==> config.mk <==
export PLATFORM = sky130hd
export DESIGN_NAME = wb_write_arbiter_flat
export DESIGN_NICKNAME = d
export VERILOG_FILES = /design/src/rtl/wb_pkg.sv /design/src/rtl/wb_write_arbiter_if.sv /design/src/rtl/wb_fifo.sv /design/src/rtl/wb_write_arbiter.sv /design/src/flat_wrapper.sv
export SDC_FILE = /design/constraint.sdc
export NUM_CORES = 1
export LEC_CHECK = 0
export CAP_MARGIN = 20
export CORE_ASPECT_RATIO = 1.2
export CORE_MARGIN = 2
export CORE_UTILIZATION = 45
export DETAILED_ROUTE_END_ITERATION = 6
export DONT_BUFFER_PORTS = 1
export HOLD_SLACK_MARGIN = 0.12
export SYNTH_ARGS = -nofsm -noshare
export SYNTH_HDL_FRONTEND = slang
export SYNTH_SLANG_ARGS = --single-unit
==> constraint.sdc <==
create_clock -name clk -period 3.1 [get_ports clk]
set_input_delay 0.93 -clock clk [delete_from_list [all_inputs] [get_ports clk]]
set_output_delay 0.93 -clock clk [all_outputs]
set_load 0.01 [all_outputs]
==> src/rtl/wb_pkg.sv <==
// Shared types and widths for the register-file write-back path.
// Entries carry a live bit so younger ALU writes can cancel them in place.
package wb_pkg;

  localparam int DATA_WIDTH = 32;
  localparam int ADDR_WIDTH = 5;
  localparam logic [ADDR_WIDTH-1:0] REG_ZERO = '0;

  typedef struct packed {
    logic                  live;
    logic [ADDR_WIDTH-1:0] rd;
    logic [DATA_WIDTH-1:0] data;
  } wb_entry_t;

endpackage

==> src/rtl/wb_write_arbiter_if.sv <==
// Result sources, hazard query and register-file write port
// bundled between the pipeline and the write-back arbiter.
interface wb_write_arbiter_if #(
  parameter int DEPTH = 4
);

  localparam int DW = wb_pkg::DATA_WIDTH;
  localparam int AW = wb_pkg::ADDR_WIDTH;
  localparam int CW = $clog2(DEPTH) + 1;

  logic          Alu_Valid_i;
  logic [AW-1:0] Alu_Rd_i;
  logic [DW-1:0] Alu_Data_i;
  logic          Mdu_Valid_i;
  logic          Mdu_Ready_o;
  logic [AW-1:0] Mdu_Rd_i;
  logic [DW-1:0] Mdu_Data_i;
  logic [AW-1:0] Read_Register_1_i;
  logic [AW-1:0] Read_Register_2_i;
  logic          Hazard_1_o;
  logic          Hazard_2_o;
  logic          Reg_Write_o;
  logic [AW-1:0] Write_Register_o;
  logic [DW-1:0] Write_Data_o;
  logic [CW-1:0] Pending_o;

  modport slave (
    input  Alu_Valid_i, Alu_Rd_i, Alu_Data_i,
    input  Mdu_Valid_i, Mdu_Rd_i, Mdu_Data_i,
    input  Read_Register_1_i, Read_Register_2_i,
    output Mdu_Ready_o, Hazard_1_o, Hazard_2_o,
    output Reg_Write_o, Write_Register_o,
    output Write_Data_o, Pending_o
  );

  modport master (
    output Alu_Valid_i, Alu_Rd_i, Alu_Data_i,
    output Mdu_Valid_i, Mdu_Rd_i, Mdu_Data_i,
    output Read_Register_1_i, Read_Register_2_i,
    input  Mdu_Ready_o, Hazard_1_o, Hazard_2_o,
    input  Reg_Write_o, Write_Register_o,
    input  Write_Data_o, Pending_o
  );

endinterface

==> src/rtl/wb_fifo.sv <==
// Circular buffer of MDU results with kill-by-rd and
// per-entry live/rd match vectors for hazard detection.
module wb_fifo
  import wb_pkg::*;
#(
  parameter int DEPTH = 4,
  localparam int PW = $clog2(DEPTH),
  localparam int CW = PW + 1
) (
  input  logic                  clk,
  input  logic                  rst_n,
  input  logic                  push,
  input  logic [ADDR_WIDTH-1:0] push_rd,
  input  logic [DATA_WIDTH-1:0] push_data,
  input  logic                  pop,
  input  logic                  kill,
  input  logic [ADDR_WIDTH-1:0] kill_rd,
  input  logic [ADDR_WIDTH-1:0] rd1,
  input  logic [ADDR_WIDTH-1:0] rd2,
  output wb_entry_t             head,
  output logic [DEPTH-1:0]      match1,
  output logic [DEPTH-1:0]      match2,
  output logic [CW-1:0]         count,
  output logic                  empty,
  output logic                  full
);

  wb_entry_t     mem [DEPTH];
  logic [PW-1:0] wr_ptr;
  logic [PW-1:0] rd_ptr;

  // live doubles as occupancy: cleared on pop, so
  // stale slots never match a hazard query
  always_ff @(posedge clk or negedge rst_n) begin
    if (!rst_n) begin
      wr_ptr <= '0;
      rd_ptr <= '0;
      count  <= '0;
      for (int i = 0; i < DEPTH; i++)
        mem[i] <= '0;
    end else begin
      for (int i = 0; i < DEPTH; i++)
        if (kill && mem[i].rd == kill_rd)
          mem[i].live <= 1'b0;
      if (pop) begin
        mem[rd_ptr].live <= 1'b0;
        rd_ptr <= rd_ptr + 1'b1;
      end
      if (push) begin
        mem[wr_ptr] <= '{live: 1'b1,
                         rd:   push_rd,
                         data: push_data};
        wr_ptr <= wr_ptr + 1'b1;
      end
      count <= count + CW'(push) - CW'(pop);
    end
  end

  always_comb begin
    match1 = '0;
    match2 = '0;
    for (int i = 0; i < DEPTH; i++) begin
      match1[i] = mem[i].live && mem[i].rd == rd1;
      match2[i] = mem[i].live && mem[i].rd == rd2;
    end
  end

  assign head  = mem[rd_ptr];
  assign empty = (count == '0);
  assign full  = (count == CW'(DEPTH));

endmodule

==> src/rtl/wb_write_arbiter.sv <==
// Register-file write-back arbiter: ALU first, buffered MDU
// results drained in idle slots, pending-write hazard flags.
module wb_write_arbiter
  import wb_pkg::*;
#(
  parameter int DEPTH = 4
) (
  input  logic               clk,
  input  logic               reset_n,
  wb_write_arbiter_if.slave  bus
);

  localparam int CW = $clog2(DEPTH) + 1;

  wb_entry_t             head;
  logic [DEPTH-1:0]      match1;
  logic [DEPTH-1:0]      match2;
  logic [CW-1:0]         count;
  logic                  empty;
  logic                  full;
  logic                  alu_wr;
  logic                  push;
  logic                  pop;
  logic                  reg_write;
  logic [ADDR_WIDTH-1:0] wreg;
  logic [DATA_WIDTH-1:0] wdata;

  assign alu_wr = bus.Alu_Valid_i && bus.Alu_Rd_i != REG_ZERO;
  assign pop    = !alu_wr && !empty;

  // the ALU op is younger, so a same-rd MDU result is dead on arrival
  assign push = bus.Mdu_Valid_i && !full
             && bus.Mdu_Rd_i != REG_ZERO
             && !(alu_wr && bus.Mdu_Rd_i == bus.Alu_Rd_i);

  wb_fifo #(.DEPTH(DEPTH)) u_fifo (
    .clk       (clk),
    .rst_n     (reset_n),
    .push      (push),
    .push_rd   (bus.Mdu_Rd_i),
    .push_data (bus.Mdu_Data_i),
    .pop       (pop),
    .kill      (alu_wr),
    .kill_rd   (bus.Alu_Rd_i),
    .rd1       (bus.Read_Register_1_i),
    .rd2       (bus.Read_Register_2_i),
    .head      (head),
    .match1    (match1),
    .match2    (match2),
    .count     (count),
    .empty     (empty),
    .full      (full)
  );

  always_ff @(posedge clk or negedge reset_n) begin
    if (!reset_n) begin
      reg_write <= 1'b0;
      wreg      <= '0;
      wdata     <= '0;
    end else begin
      reg_write <= 1'b0;
      if (alu_wr) begin
        reg_write <= 1'b1;
        wreg      <= bus.Alu_Rd_i;
        wdata     <= bus.Alu_Data_i;
      end else if (pop && head.live) begin
        reg_write <= 1'b1;
        wreg      <= head.rd;
        wdata     <= head.data;
      end
    end
  end

  assign bus.Reg_Write_o      = reg_write;
  assign bus.Write_Register_o = wreg;
  assign bus.Write_Data_o     = wdata;
  assign bus.Pending_o        = count;
  assign bus.Mdu_Ready_o      = !full;

  assign bus.Hazard_1_o = bus.Read_Register_1_i != REG_ZERO
    && (|match1 || (reg_write && wreg == bus.Read_Register_1_i));
  assign bus.Hazard_2_o = bus.Read_Register_2_i != REG_ZERO
    && (|match2 || (reg_write && wreg == bus.Read_Register_2_i));

endmodule

==> src/flat_wrapper.sv <==
// flat-port wrapper written by rule: the top's interface ports become plain ports
module wb_write_arbiter_flat import wb_pkg::*;
#(
  parameter int DEPTH = 4
)
  (clk, reset_n, bus_Alu_Valid_i, bus_Alu_Rd_i, bus_Alu_Data_i, bus_Mdu_Valid_i, bus_Mdu_Rd_i, bus_Mdu_Data_i, bus_Read_Register_1_i, bus_Read_Register_2_i, bus_Mdu_Ready_o, bus_Hazard_1_o, bus_Hazard_2_o, bus_Reg_Write_o, bus_Write_Register_o, bus_Write_Data_o, bus_Pending_o);
  wb_write_arbiter_if #(.DEPTH(DEPTH)) bus_i ();
  input  logic clk;
  input  logic reset_n;
  input wire logic [$bits(bus_i.Alu_Valid_i)-1:0] bus_Alu_Valid_i;
  input wire logic [$bits(bus_i.Alu_Rd_i)-1:0] bus_Alu_Rd_i;
  input wire logic [$bits(bus_i.Alu_Data_i)-1:0] bus_Alu_Data_i;
  input wire logic [$bits(bus_i.Mdu_Valid_i)-1:0] bus_Mdu_Valid_i;
  input wire logic [$bits(bus_i.Mdu_Rd_i)-1:0] bus_Mdu_Rd_i;
  input wire logic [$bits(bus_i.Mdu_Data_i)-1:0] bus_Mdu_Data_i;
  input wire logic [$bits(bus_i.Read_Register_1_i)-1:0] bus_Read_Register_1_i;
  input wire logic [$bits(bus_i.Read_Register_2_i)-1:0] bus_Read_Register_2_i;
  output wire logic [$bits(bus_i.Mdu_Ready_o)-1:0] bus_Mdu_Ready_o;
  output wire logic [$bits(bus_i.Hazard_1_o)-1:0] bus_Hazard_1_o;
  output wire logic [$bits(bus_i.Hazard_2_o)-1:0] bus_Hazard_2_o;
  output wire logic [$bits(bus_i.Reg_Write_o)-1:0] bus_Reg_Write_o;
  output wire logic [$bits(bus_i.Write_Register_o)-1:0] bus_Write_Register_o;
  output wire logic [$bits(bus_i.Write_Data_o)-1:0] bus_Write_Data_o;
  output wire logic [$bits(bus_i.Pending_o)-1:0] bus_Pending_o;
  assign bus_i.Alu_Valid_i = bus_Alu_Valid_i;
  assign bus_i.Alu_Rd_i = bus_Alu_Rd_i;
  assign bus_i.Alu_Data_i = bus_Alu_Data_i;
  assign bus_i.Mdu_Valid_i = bus_Mdu_Valid_i;
  assign bus_i.Mdu_Rd_i = bus_Mdu_Rd_i;
  assign bus_i.Mdu_Data_i = bus_Mdu_Data_i;
  assign bus_i.Read_Register_1_i = bus_Read_Register_1_i;
  assign bus_i.Read_Register_2_i = bus_Read_Register_2_i;
  assign bus_Mdu_Ready_o = bus_i.Mdu_Ready_o;
  assign bus_Hazard_1_o = bus_i.Hazard_1_o;
  assign bus_Hazard_2_o = bus_i.Hazard_2_o;
  assign bus_Reg_Write_o = bus_i.Reg_Write_o;
  assign bus_Write_Register_o = bus_i.Write_Register_o;
  assign bus_Write_Data_o = bus_i.Write_Data_o;
  assign bus_Pending_o = bus_i.Pending_o;
  wb_write_arbiter #(.DEPTH(DEPTH)) u_core (.clk(clk), .reset_n(reset_n), .bus(bus_i));
endmodule
=== Word-level counts from Yosys, hierarchy flattened ===
Cells that the tools add are included.
Widths: inputs -> output; s select.

* Bits in registers: 197
* Input bits: 88
* Output and inout port bits: 44
* Word-level logic and storage cells: 104

* Add/sub/neg operators: 4
* $lt $le $gt $ge: 4
* Eq/ne operators: 16
* Muxes and demuxes: 21
* Bitwise logic cells: 2
* Reductions and logical operators: 39

{| class="wikitable"
|+ Operators by type and width
! kind !! number
|-
| $bwmux 152 || 2
|-
| $mux 152 || 2
|-
| $demux 38 s2 || 2
|-
| $mux 38 || 4
|-
| $bmux 38 s2 || 1
|-
| $eq 5x5->1 || 15
|-
| $mux 32 || 2
|-
| $logic_and 1x1->1 || 25
|-
| $reduce_bool 5->1 || 4
|-
| $mux 5 || 2
|-
| $reduce_or 4->1 || 2
|-
| $ge 3x3->1 const B || 2
|-
| $lt 3x1->1 const B || 2
|-
| $mux 1 || 6
|-
| $not 2->3 || 2
|-
| $add 2x1->2 const B || 2
|-
| $logic_not 1->1 || 4
|-
| $add 3x1->3 || 1
|-
| $eq 3x3->1 const B || 1
|-
| $logic_not 3->1 || 1
|-
| $sub 3x1->3 || 1
|-
| $logic_or 1x1->1 || 2
|-
| $reduce_bool 2->1 || 1
|}

=== Depth between registers and ports, before layout ===
Gate-level depths: netlist (run 1).

* Depth in word-level cells: 9
* Depth in mapped cells: 11
* Depth with buffers taken out: 10

=== By module ===
From an unflattened synthesis (run 1), not the netlist that was laid out.

* Cell total of the unflattened synthesis: 661
* Area, all modules: 9,909.5 um2

{| class="wikitable"
|+ Modules (own cells, without submodules)
! module !! instances !! cells each !! area an instance (um2) !! sequential area each (um2)
|-
| wb_fifo || 1 || 498 || 7,793.7 || 3,978.8
|-
| wb_write_arbiter || 1 || 163 || 2,115.8 || 950.9
|}

=== Worst setup path after synthesis (run 1) ===
OpenSTA, ideal clock, no wires.

* Path kind: in2reg
* From: input port bus_Alu_Rd_i[1]
* To: register u_core.u_fifo.count[2]
* Setup time: 127 ps
* Arrival time: 3,234 ps
* Data required time: 2,973 ps
* Setup slack: -261 ps
* Cell stages on the path: 11
* Buffers on the path: 1
* Cells stage by stage: buf_2 or4_1 o21ai_2 or4_4 nand2_1 ha_1 inv_1 ha_1 fa_1 xor2_1 xnor2_1

* Cells in the longest elaborated chain, start to end: 7
* Elaborated cells between the ends (all ways): 10
* Classes of those cells: 2 x add/sub; 1 x eq/ne; 7 x reduce/logical

{| class="wikitable"
|+ Ends and longest elaborated chain
! item !! RTL line !! source
|-
| start, declared || flat_wrapper.sv:11 || <nowiki>input wire logic [$bits(bus_i.Alu_Rd_i)-1:0] bus_Alu_Rd_i;</nowiki>
|-
| $reduce_bool 5->1 || wb_write_arbiter.sv:28 || <nowiki>assign alu_wr = bus.Alu_Valid_i && bus.Alu_Rd_i != REG_ZERO;</nowiki>
|-
| $logic_and 1x1->1 || wb_write_arbiter.sv:28 ||
|-
| $logic_and 1x1->1 || wb_write_arbiter.sv:34 || <nowiki>&& !(alu_wr && bus.Mdu_Rd_i == bus.Alu_Rd_i);</nowiki>
|-
| $logic_not 1->1 || wb_write_arbiter.sv:34 ||
|-
| $logic_and 1x1->1 || wb_write_arbiter.sv:34 ||
|-
| $add 3x1->3 || wb_fifo.sv:55 || <nowiki>count <= count + CW'(push) - CW'(pop);</nowiki>
|-
| $sub 3x1->3 (*) || wb_fifo.sv:55 ||
|-
| end signal, assigned || wb_fifo.sv:55 ||
|-
| end, declared || wb_fifo.sv:23 || <nowiki>output logic [CW-1:0] count,</nowiki>
|}

Mark *: on every way between the ends. The rest lies on a longest branch, timed or not.
A chain may end at the register's enable or synchronous reset.

=== Worst setup path after layout (run 1) ===
* From: register u_core.u_fifo.mem[36] (netlist name)
* To: output port bus_Hazard_2_o

* Cells in the longest elaborated chain, start to end: 5

{| class="wikitable"
|+ Ends and longest elaborated chain
! item !! RTL line !! source
|-
| start, declared || wb_fifo.sv:28 || <nowiki>wb_entry_t mem [DEPTH];</nowiki>
|-
| start signal, assigned by index || wb_fifo.sv:50 || <nowiki>mem[wr_ptr] <= '{live: 1'b1,</nowiki>
|-
| $eq 5x5->1 || wb_fifo.sv:64 || <nowiki>match2[i] = mem[i].live && mem[i].rd == rd2;</nowiki>
|-
| $logic_and 1x1->1 || wb_fifo.sv:64 ||
|-
| $reduce_or 4->1 || wb_write_arbiter.sv:83 || <nowiki>&& (|match2 || (reg_write && wreg == bus.Read_Register_2_i));</nowiki>
|-
| $logic_or 1x1->1 || wb_write_arbiter.sv:83 ||
|-
| $logic_and 1x1->1 || wb_write_arbiter.sv:83 ||
|-
| end, declared || flat_wrapper.sv:20 || <nowiki>output wire logic [$bits(bus_i.Hazard_2_o)-1:0] bus_Hazard_2_o;</nowiki>
|}

No other way between the ends.

==> reports/qor.csv, run 1 <==
metric,value,unit
status,finished with violations,
failing checks,DRC,
drc violations,10,
final worst setup slack,171,ps
total wire length,22500,um
worst min-delay path class,input pin to asynchronous set/reset pin,
clk_lat worst skew,430,ps
Mapped Cells,703,
endpoints failing setup,0,
WL per Instance,23.0,um
vias,5582,
Sink Count,197,
initial antenna violation count,0,
pre-CTS setup slack,-6.92,ps
die area,23400,um2
register bit total from synthesis,197,
Final Hold Viols,0,
layout cells sized above 1,36.6,%
Antenna Violating Nets Remaining,0,
total track usage,20.4,%
nets,793,
Core Region,21800,um2
unrepaired setup endpoints after global routing,false,
startpoint types,register,
Worst EP required,2170,ps
largest net degree at the start of global routing,198,
Vias/cell,5.69,
DR pass1 iterations,6,
Congestion Overflow GR,0,
Rows,59,
clk root buf,clkbuf_16,
Antenna diodes,0,
critical path class,register to primary output,
Syn Area/Cell,14.2,um2
# IOs,132,
distinct cell type count after synthesis,34,
Iteration-0 DRC Markers,269,
fin crit period,2930,ps
global-route wire length before repair,36700,um
fill cell count,1876,
"Seq/Total Area, Yosys",49.3,%
Fmax,341,MHz
number of global-route vias before repair,6411,
"most common cell after layout, fill and taps aside",dfrtp_1,
"Reg clk slew, reported paths",70,ps
crit-path max FO,5,
die width,140,um
fin. max-slew vios,0,
RePlAce Congestion,0.811,
post-DP HPWL,15100,um
CP Data Arrival Time,2000,ps
CTS buffer count,17,
skew final,8.42,ps
final period utilization,94.5,%
CTS tree,yes,
VDD IR max,0.511,mV
count of warnings emitted by yosys,0,
"Hold-fix buffers, CTS",0,
htree depth,4,
area growth from synthesis to layout,9.86,%
Lkg Pwr,4.88,nW
max-cap violations,0,
Setup Total Neg Slack,0,ps
initial core utilization,45.9,%
Pwr Density,1140,nW/um2
die height,167,um
port buffer count,0,
clock tree buffer depth,2,
Worst Setup End Kind,primary output,
syn_nets,802,
worst slew pin tran,672,ps
Mapped Area,10000,um2
"commonest non-fill, non-tap cells in the layout","dfrtp_1, mux2_4, mux2_2",
Slew headroom,55.2,%
## power by group
group          internal [mW]  total [mW]  switching, mW
combinational           3.01        4.94           1.93
sequential              3.92        5.17           1.25
clock                   1.33        2.40           1.06
total                   8.26        12.5           4.24
## kinds of logic after synthesis
kind of cell / share of synthesized area, %
multiplexers: 31.8
flip-flops: 49.3
XOR/XNOR: 6.92
AND/OR/NAND/NOR: 3.68
buffers and inverters: 3.52
AO/OA/AOI/OAI: 3.37
adder cells (fa/ha/maj): 1.45
## registers in the layout, summed over array words and instances (netlist names)
signal	count
u_core.u_fifo.mem	152
u_core.bus.Write_Data_o	32
u_core.bus.Write_Register_o	5
u_core.u_fifo.count	3
u_core.u_fifo.rd_ptr	2
u_core.u_fifo.wr_ptr	2
u_core.bus.Reg_Write_o	1
## final timing paths
kind                                              startpoint                                end  slack [ps]  cells after the start
max                        u_core.u_fifo.mem[36]$_DFFE_PN0P_                     bus_Hazard_2_o         170                      6
max reg2reg                 u_core.u_fifo.count[1]$_DFF_PN0_   u_core.u_fifo.count[2]$_DFF_PN0_         650                     10
min                                                  reset_n   u_core.bus.Reg_Write_o$_DFF_PN0_         200                      0
max in group asynchronous                            reset_n  u_core.u_fifo.mem[35]$_DFFE_PN0P_        2520                      0
min reg2reg                u_core.u_fifo.mem[41]$_DFFE_PN0P_  u_core.u_fifo.mem[41]$_DFFE_PN0P_         500                      1
min in group clk           u_core.u_fifo.mem[41]$_DFFE_PN0P_  u_core.u_fifo.mem[41]$_DFFE_PN0P_         500                      1
## critical path, cell delays in order, from the launching register on
cell      delay [ps]
dfrtp_1          510
xor2_1           220
nor4_1           260
nand3_1          120
o311ai_1         100
buf_4            170
o22a_1           200
## what timing repair did
item / 4_1_cts / 5_1_grt
buffers inserted: 0 / 0
gates resized for setup: 0 / 2
endpoints found under the setup margin: 0 / 1
## final cells by class
| type | instances | area [um2] | area share, % |
|---|---|---|---|
| inverters | 11 | 41.3 | 0.376 |
| multi-input cells | 443 | 4770 | 43.4 |
| flip-flops and latches | 197 | 4930 | 44.9 |
| clock buffers | 18 | 439 | 4.00 |
| clock inverters | 14 | 206 | 1.88 |
| repair buffers | 24 | 255 | 2.32 |
| well taps | 274 | 343 | 3.12 |
## per-stage QoR
stage          area, um2  instances  power, mW  hold slack, ps  util (%)
6_report           11000        981       12.5             200      50.5
5_1_grt            11000        981       13.3             161      50.5
4_1_cts            11000        981       12.6             174      50.5
3_5_place_dp       10300        949       10.2             488      47.5
3_3_place_gp       10300        949       9.95             481      47.5
2_1_floorplan      10100        703       8.92             474         -
## cell usage after synthesis, drive strengths merged
cell	instances	area [um2]
ha	10	125
fa	1	20.0
nand2	6	22.5
o31ai	3	22.5
xor2	43	377
nor4	10	62.6
nand3	11	75.1
o31a	1	8.76
inv	11	41.3
dfrtp	197	4930
mux4	38	856
or3	1	6.26
buf	37	254
a32o	4	40.0
o22a	2	17.5
a31oi	1	6.26
nor2	38	143
o311a	1	10.0
mux2i	36	360
or4	4	33.8
mux2	149	1960
xnor2	36	315
clkbuf	15	56.3
o21ai	6	33.8
a21oi	36	180
nand4	4	25.0
o311ai	2	17.5
## layer usage
metal | vias to the layer above | share of wire (%) | global-route usage, %
li1 | 2500 | - | -
met1 | 2941 | 42 | 25.7
met2 | 124 | 51 | 34.2
met3 | 17 | 5.4 | 6.06
met4 | 0 | 1.3 | 5.71
met5 | - | 0 | 0
Power figures use the tool's default switching activity.
==> run 2: changes to the inputs <==
--- a/config.mk
+++ b/config.mk
@@ -5,6 +5,7 @@
 export SDC_FILE = /design/constraint.sdc
 export NUM_CORES = 1
 export LEC_CHECK = 0
+export ABC_AREA = 1
 export CAP_MARGIN = 20
 export CORE_ASPECT_RATIO = 1.2
 export CORE_MARGIN = 2
==> reports/qor.csv, run 2 <==
metric,value,unit,change
fill cell count,2441,,+30%
max-cap violations,0,,unchanged
"Seq/Total Area, Yosys",44.8,%,-4.5 points
unrepaired setup endpoints after global routing,false,,
Antenna diodes,0,,unchanged
ys async rst share,100,%,unchanged
"Most flops, register",u_core.u_fifo.mem,,
VDD IR max,0.567,mV,+11%
htree depth,4,,unchanged
nets,1482,,+87%
layout cells sized above 1,5.44,%,-31 points
initial antenna violation count,0,,unchanged
skew final,10.6,ps,+2.22 ps
global-route wire length before repair,54300,um,+48%
Lkg Pwr,5.86,nW,+20%
setup bufs post-CTS,0,,unchanged
Post-Synth Adder-Cell Area,1.32,%,-0.13 points
pre-CTS setup slack,333,ps,+340 ps
drc violations,0,,-10
final period utilization,89.2,%,-5.3 points
clk root buf,clkbuf_16,,
Rows,62,,+5.1%
end of the worst register-to-register path,u_core.u_fifo.mem[95]$_DFFE_PN0P_,,
Pwr Density,1050,nW/um2,-8.0%
"most common cell after layout, fill and taps aside",nand2_1,,
post-cts resize count,0,,unchanged
reg2reg start,u_core.u_fifo.count[1]$_DFF_PN0_,,
Worst EP required,2170,ps,about the same
"top cells by count, synth","nand2_1, dfrtp_1, nand4_1",,
Setup Total Neg Slack,0,ps,unchanged
post-DP HPWL,21400,um,+41%
"commonest non-fill, non-tap cells in the layout","nand2_1, dfrtp_1, nand4_1",,
die width,147,um,+4.8%
Comb pwr share,41.1,%,+1.6 points
area growth from synthesis to layout,5.70,%,
switching power,5.52,mW,+30%
Final Hold Viols,0,,unchanged
DR pass1 iterations,5,,-1
critical path class,register to primary output,,
CP Data Arrival Time,1830,ps,-170 ps
P_int,6.67,mW,-19%
simple-gate area share of the yosys netlist,32.2,%,+29 points
die height,175,um,+4.8%
die area,25700,um2,+9.8%
Synth Area in Compound Gates,9.41,%,+6.0 points
Slew headroom,57.0,%,+1.8 points
max reg flops,152,,unchanged
Vias/cell,5.71,,+0.36%
CTS buffer count,17,,unchanged
worst slew pin tran,645,ps,-27.0 ps
internal reg-to-reg setup slack,740,ps,+90 ps
clk_lat worst skew,440,ps,about the same
CTS tree,yes,,
distinct cell type count after synthesis,25,,-26%
Core Region,24000,um2,+10%
Congestion Overflow GR,0,,unchanged
Fmax,362,MHz,+6.0%
fin crit period,2760,ps,-165 ps
main area contributors after synthesis,"dfrtp_1, nand2_1, nand4_1, inv_1, o21ai_0",,
WL per Instance,20.0,um,-13%
fin. max-slew vios,0,,unchanged
Worst Setup End Kind,primary output,,
initial core utilization,45.9,%,about the same
Mapped Cells,1457,,+110%
endpoints failing setup,0,,unchanged
Antenna Violating Nets Remaining,0,,unchanged
Sink Count,197,,unchanged
largest net degree at the start of global routing,198,,unchanged
clock share of power,18.6,%,-0.6 points
number of flops mapped to enable cells by yosys,0,,unchanged
Syn Area/Cell,7.55,um2,-47%
"Hold-fix buffers, CTS",0,,unchanged
dominant synthesized flop cell,dfrtp_1,,
total track usage,27.1,%,+6.7 points
"count leader, synth",nand2_1,,
R2R depth,8,,-2
largest family of logic cells by synthesized area,simple AND/OR/NAND/NOR gates,,
RePlAce Congestion,0.892,,+9.9%
vias,9799,,+76%
post-synthesis mux area share,0,%,-32 points
# IOs,132,,unchanged
"area leader, netlist",dfrtp_1,,
register bit total from synthesis,197,,unchanged
worst min-delay path class,input pin to asynchronous set/reset pin,,
count of warnings emitted by yosys,0,,unchanged
Synth top area share,44.8,%,-4.5 points
syn_nets,1556,,+94%
total wire length,34300,um,+52%
status,completed,,
clock tree buffer depth,2,,unchanged
crit-path max FO,5,,unchanged
Synth Area in XOR/XNOR,2.71,%,-4.2 points
Iteration-0 DRC Markers,738,,+170%
Net Sw Frac,45.3,%,+11 points
Mapped Area,11000,um2,+10%
final worst setup slack,336,ps,+165 ps
number of global-route vias before repair,9568,,+49%
port buffer count,0,,unchanged
startpoint types,register,,
"Reg clk slew, reported paths",70,ps,about the same
Seq pwr share,40.4,%,-0.9 points
run 2: cell types whose count changed after synthesis, moves of 36 or more:
cell      before  now
nor2_1        38   86
nand3_1        7   58
o21ai_0        5   70
clkbuf_1      15   56
nand2_1        6  488
nand4_1        4  149
mux2i_1       36    0
mux2_4        76    0
mux4_2        38    0
mux2_2        73    0
inv_1         11  105
run 2: cell type report:
type                       count  area, um2  share of cell area, %
clock buffer                  19        443                   3.81
clock inverter                13        146                   1.26
inverter                     108        407                   3.50
multi-input combinational   1034       5060                   43.5
sequential                   197       4930                   42.4
tap                          320        400                   3.44
timing repair buffer          25        250                   2.15
run 2: power by group through the flow:
stage                     sequential (mW)  clock, mW  combinational (mW)
after global placement               4.90          0                4.93
after global routing                 5.05       2.41                5.70
after detailed placement             4.94          0                5.03
final                                4.92       2.26                5.00
after floorplan                      4.56          0                3.77
after CTS                            4.90       2.30                5.05
run 2: routing by layer:
metal  routed length (um)  part of all wire [%]  track usage [%]  vias to the layer above
met4                 1170                   3.4             10.9                        0
met5                    0                     0                0                        -
met2                17300                    51             46.8                      271
met1                14100                    41             33.5                     4773
li1                     -                     -                -                     4687
met3                 1670                   4.9             4.96                       68
run 2: worst max-delay path by stage:
stage,slack (ps),start,cells past startpoint,end
after floorplan,40,bus_Alu_Rd_i[0],14,u_core.u_fifo.count[2]$_DFF_PN0_
after global placement,340,bus_Read_Register_2_i[4],7,bus_Hazard_2_o
after detailed placement,330,bus_Read_Register_2_i[4],7,bus_Hazard_2_o
after CTS,330,u_core.u_fifo.mem[33]$_DFFE_PN0P_,8,bus_Hazard_1_o
after global routing,240,u_core.u_fifo.mem[33]$_DFFE_PN0P_,8,bus_Hazard_1_o
final,340,u_core.u_fifo.mem[33]$_DFFE_PN0P_,8,bus_Hazard_2_o
run 2: cell families after synthesis:
| logic type | Yosys count |
|---|---|
| flip-flops | 197 |
| AO/OA/AOI/OAI | 182 |
| adder cells (fa/ha/maj) | 11 |
| AND/OR/NAND/NOR | 807 |
| XOR/XNOR | 34 |
| buffers and inverters | 226 |
run 2: worst max-delay path, stage by stage (launching register included):
cell,delay [ps]
dfrtp_1,550
inv_1,150
nand2_1,80
nand2_1,50
nor2_1,100
nand3_1,90
nand3_1,100
nor2_1,40
nor2_1,220
run 2: per-stage QoR:
| step | cell area, um2 | power, mW | util [%] | hold WS, ps | cells |
|---|---|---|---|---|---|
| 3_5_place_dp | 11000 | 9.97 | 46.1 | 453 | 1684 |
| 3_3_place_gp | 11000 | 9.84 | 46.1 | 447 | 1684 |
| 2_1_floorplan | 11000 | 8.33 | - | 437 | 1457 |
| 6_report | 11600 | 12.2 | 48.5 | 186 | 1716 |
| 4_1_cts | 11600 | 12.3 | 48.5 | 165 | 1716 |
| 5_1_grt | 11600 | 13.2 | 48.5 | 159 | 1716 |
==> run 3: changes to the inputs <==
--- a/config.mk
+++ b/config.mk
@@ -10,6 +10,7 @@
 export CORE_ASPECT_RATIO = 1.2
 export CORE_MARGIN = 2
 export CORE_UTILIZATION = 45
+export CTS_BUF_LIST = sky130_fd_sc_hd__clkbuf_4
 export DETAILED_ROUTE_END_ITERATION = 6
 export DONT_BUFFER_PORTS = 1
 export HOLD_SLACK_MARGIN = 0.12
==> constraint.sdc (replaced) <==
create_clock -name clk -period 3.1 [get_ports clk]
set_input_delay 0.155 -clock clk [delete_from_list [all_inputs] [get_ports clk]]
set_output_delay 0.155 -clock clk [all_outputs]
set_load 0.01 [all_outputs]
==> reports/qor.csv, run 3 (synthesis results as in run 2) <==
metric,value,unit,change
status,finished with violations,,
failing checks,hold timing,,
Worst EP required,3610,ps,+1440 ps
total track usage,26.5,%,-0.57 points
Iteration-0 DRC Markers,829,,+12%
setup bufs post-CTS,0,,unchanged
vias,10100,,+2.9%
Sink Count,197,,unchanged
Net Sw Frac,46.2,%,+0.88 points
clk_lat worst skew,610,ps,+170 ps
crit-path max FO,5,,unchanged
port buffer count,0,,unchanged
worst slew pin tran,744,ps,+99.0 ps
max-cap violations,0,,unchanged
FF/Latch Area,4930,um2,unchanged
WL per Instance,18.2,um,-8.7%
Worst Setup End Kind,register,,
initial core utilization,45.9,%,unchanged
layout cells sized above 1,4.82,%,-0.63 points
nets,1581,,+6.7%
worst min-delay path class,input pin to asynchronous set/reset pin,,
Antenna Violating Nets Remaining,0,,unchanged
Finished Layout Cells,1817,,+5.9%
Final Hold Viols,197,,+197
VDD IR max,0.433,mV,-24%
die area,25700,um2,unchanged
"Reg clk slew, reported paths",160,ps,+90 ps
Post-Place Cells,1681,,-0.18%
reg2reg start,u_core.u_fifo.count[1]$_DFF_PN0_,,
area growth from synthesis to layout,11.9,%,
Comb pwr share,46.0,%,+4.9 points
switching power,5.32,mW,-3.5%
Vias/cell,5.55,,-2.8%
Multi-input gate area,5060,um2,unchanged
startpoint types,register,,
final period utilization,90.8,%,+1.6 points
Seq pwr share,41.7,%,+1.3 points
Pwr Density,936,nW/um2,-11%
total wire length,33100,um,-3.4%
Congestion Overflow GR,0,,unchanged
fin crit period,2820,ps,+51.1 ps
largest net degree at the start of global routing,198,,unchanged
Core Region,24000,um2,unchanged
RePlAce Congestion,0.888,,-0.40%
DR pass1 iterations,5,,unchanged
"commonest non-fill, non-tap cells in the layout","nand2_1, dfrtp_1, nand4_1",,
skew final,22.4,ps,+11.7 ps
Rows,62,,unchanged
"Power, Total",11.5,mW,-5.3%
clock share of power,12.3,%,-6.3 points
clock tree buffer depth,2,,unchanged
Fin Hold WS,-778,ps,-965 ps
endpoints failing setup,0,,unchanged
Finished Cell Area,12300,um2,+5.9%
Placed Area,11000,um2,-0.32%
R2R depth,11,,+3
final core utilization,51.4,%,+2.9 points
global-route wire length before repair,54300,um,+0.13%
post-DP HPWL,19500,um,-8.9%
internal reg-to-reg setup slack,280,ps,-460 ps
CP Data Arrival Time,3320,ps,+1490 ps
Lkg Pwr,6.13,nW,+4.6%
CTS tree,yes,,
Fmax,355,MHz,-1.8%
initial antenna violation count,1,,+1
Slew headroom,50.4,%,-6.6 points
htree depth,4,,unchanged
CTS buffer count,17,,unchanged
critical path class,register to register,,
number of global-route vias before repair,10000,,+4.8%
"Most flops, register",u_core.u_fifo.mem,,
"most common cell after layout, fill and taps aside",nand2_1,,
die height,175,um,unchanged
clk root buf,clkbuf_4,,
max reg flops,152,,unchanged
Setup Total Neg Slack,0,ps,unchanged
post-cts resize count,0,,unchanged
fill cell count,2375,,-2.7%
final worst setup slack,285,ps,-51.1 ps
die width,147,um,unchanged
beginning of the critical path,u_core.u_fifo.count[1]$_DFF_PN0_,,
P_int,6.21,mW,-6.9%
drc violations,0,,unchanged
pre-CTS setup slack,817,ps,+484 ps
# IOs,132,,unchanged
fin. max-slew vios,0,,unchanged
end of the worst register-to-register path,u_core.u_fifo.count[2]$_DFF_PN0_,,
unrepaired setup endpoints after global routing,false,,
"Hold-fix buffers, CTS",102,,+102
-- run 3: cell count changes in the layout (fill, tap and decap cells not counted), sizes merged --
cell and change:
clkbuf -1, clkinvlp +1, dlygate4sd3 +102, buf -3
diode +2
-- run 3: layout make-up --
cell class / instances / area share, %
inverters: 108 / 3.30
diodes: 2 / 0.0406
repair buffers: 124 / 10.0
flip-flops and latches: 197 / 40.0
clock inverters: 14 / 1.22
multi-input cells: 1034 / 41.0
clock buffers: 18 / 1.10
well taps: 320 / 3.25
-- run 3: critical path, cell delays in order (launching register included) --
cell and delay, ps:
dfrtp_1 500, nor2_1 80, nand2_1 120, nand2_1 110
a21oi_4 150, dlygate4sd3_1 570, nand2_1 90, ha_1 280
inv_1 40, ha_1 190, fa_1 400, xor2_1 180
-- run 3: how the worst max path moves through the flow --
stage                                  endpoint  slack [ps]
2_1_floorplan  u_core.u_fifo.count[2]$_DFF_PN0_         710
3_3_place_gp   u_core.u_fifo.count[2]$_DFF_PN0_         860
3_5_place_dp   u_core.u_fifo.count[2]$_DFF_PN0_         820
4_1_cts        u_core.u_fifo.count[2]$_DFF_PN0_         280
5_1_grt        u_core.u_fifo.count[2]$_DFF_PN0_         100
6_report       u_core.u_fifo.count[2]$_DFF_PN0_         280
-- run 3: layer usage --
metal / track usage [%] / up-vias / routed length, um
met1: 33.9 / 4847 / 14100
met5: 0 / - / 0
met3: 4.10 / 65 / 1670
met4: 9.55 / 0 / 862
li1: - / 4882 / -
met2: 45.7 / 293 / 16500
-- run 3: power by group through the flow --
stage	Sequential (mW)	Combinational [mW]	Clock, mW
2_1_floorplan	4.56	3.77	0
3_3_place_gp	4.83	4.82	0
3_5_place_dp	4.87	4.92	0
4_1_cts	4.80	5.33	1.47
5_1_grt	4.97	6.10	1.54
6_report	4.81	5.31	1.41
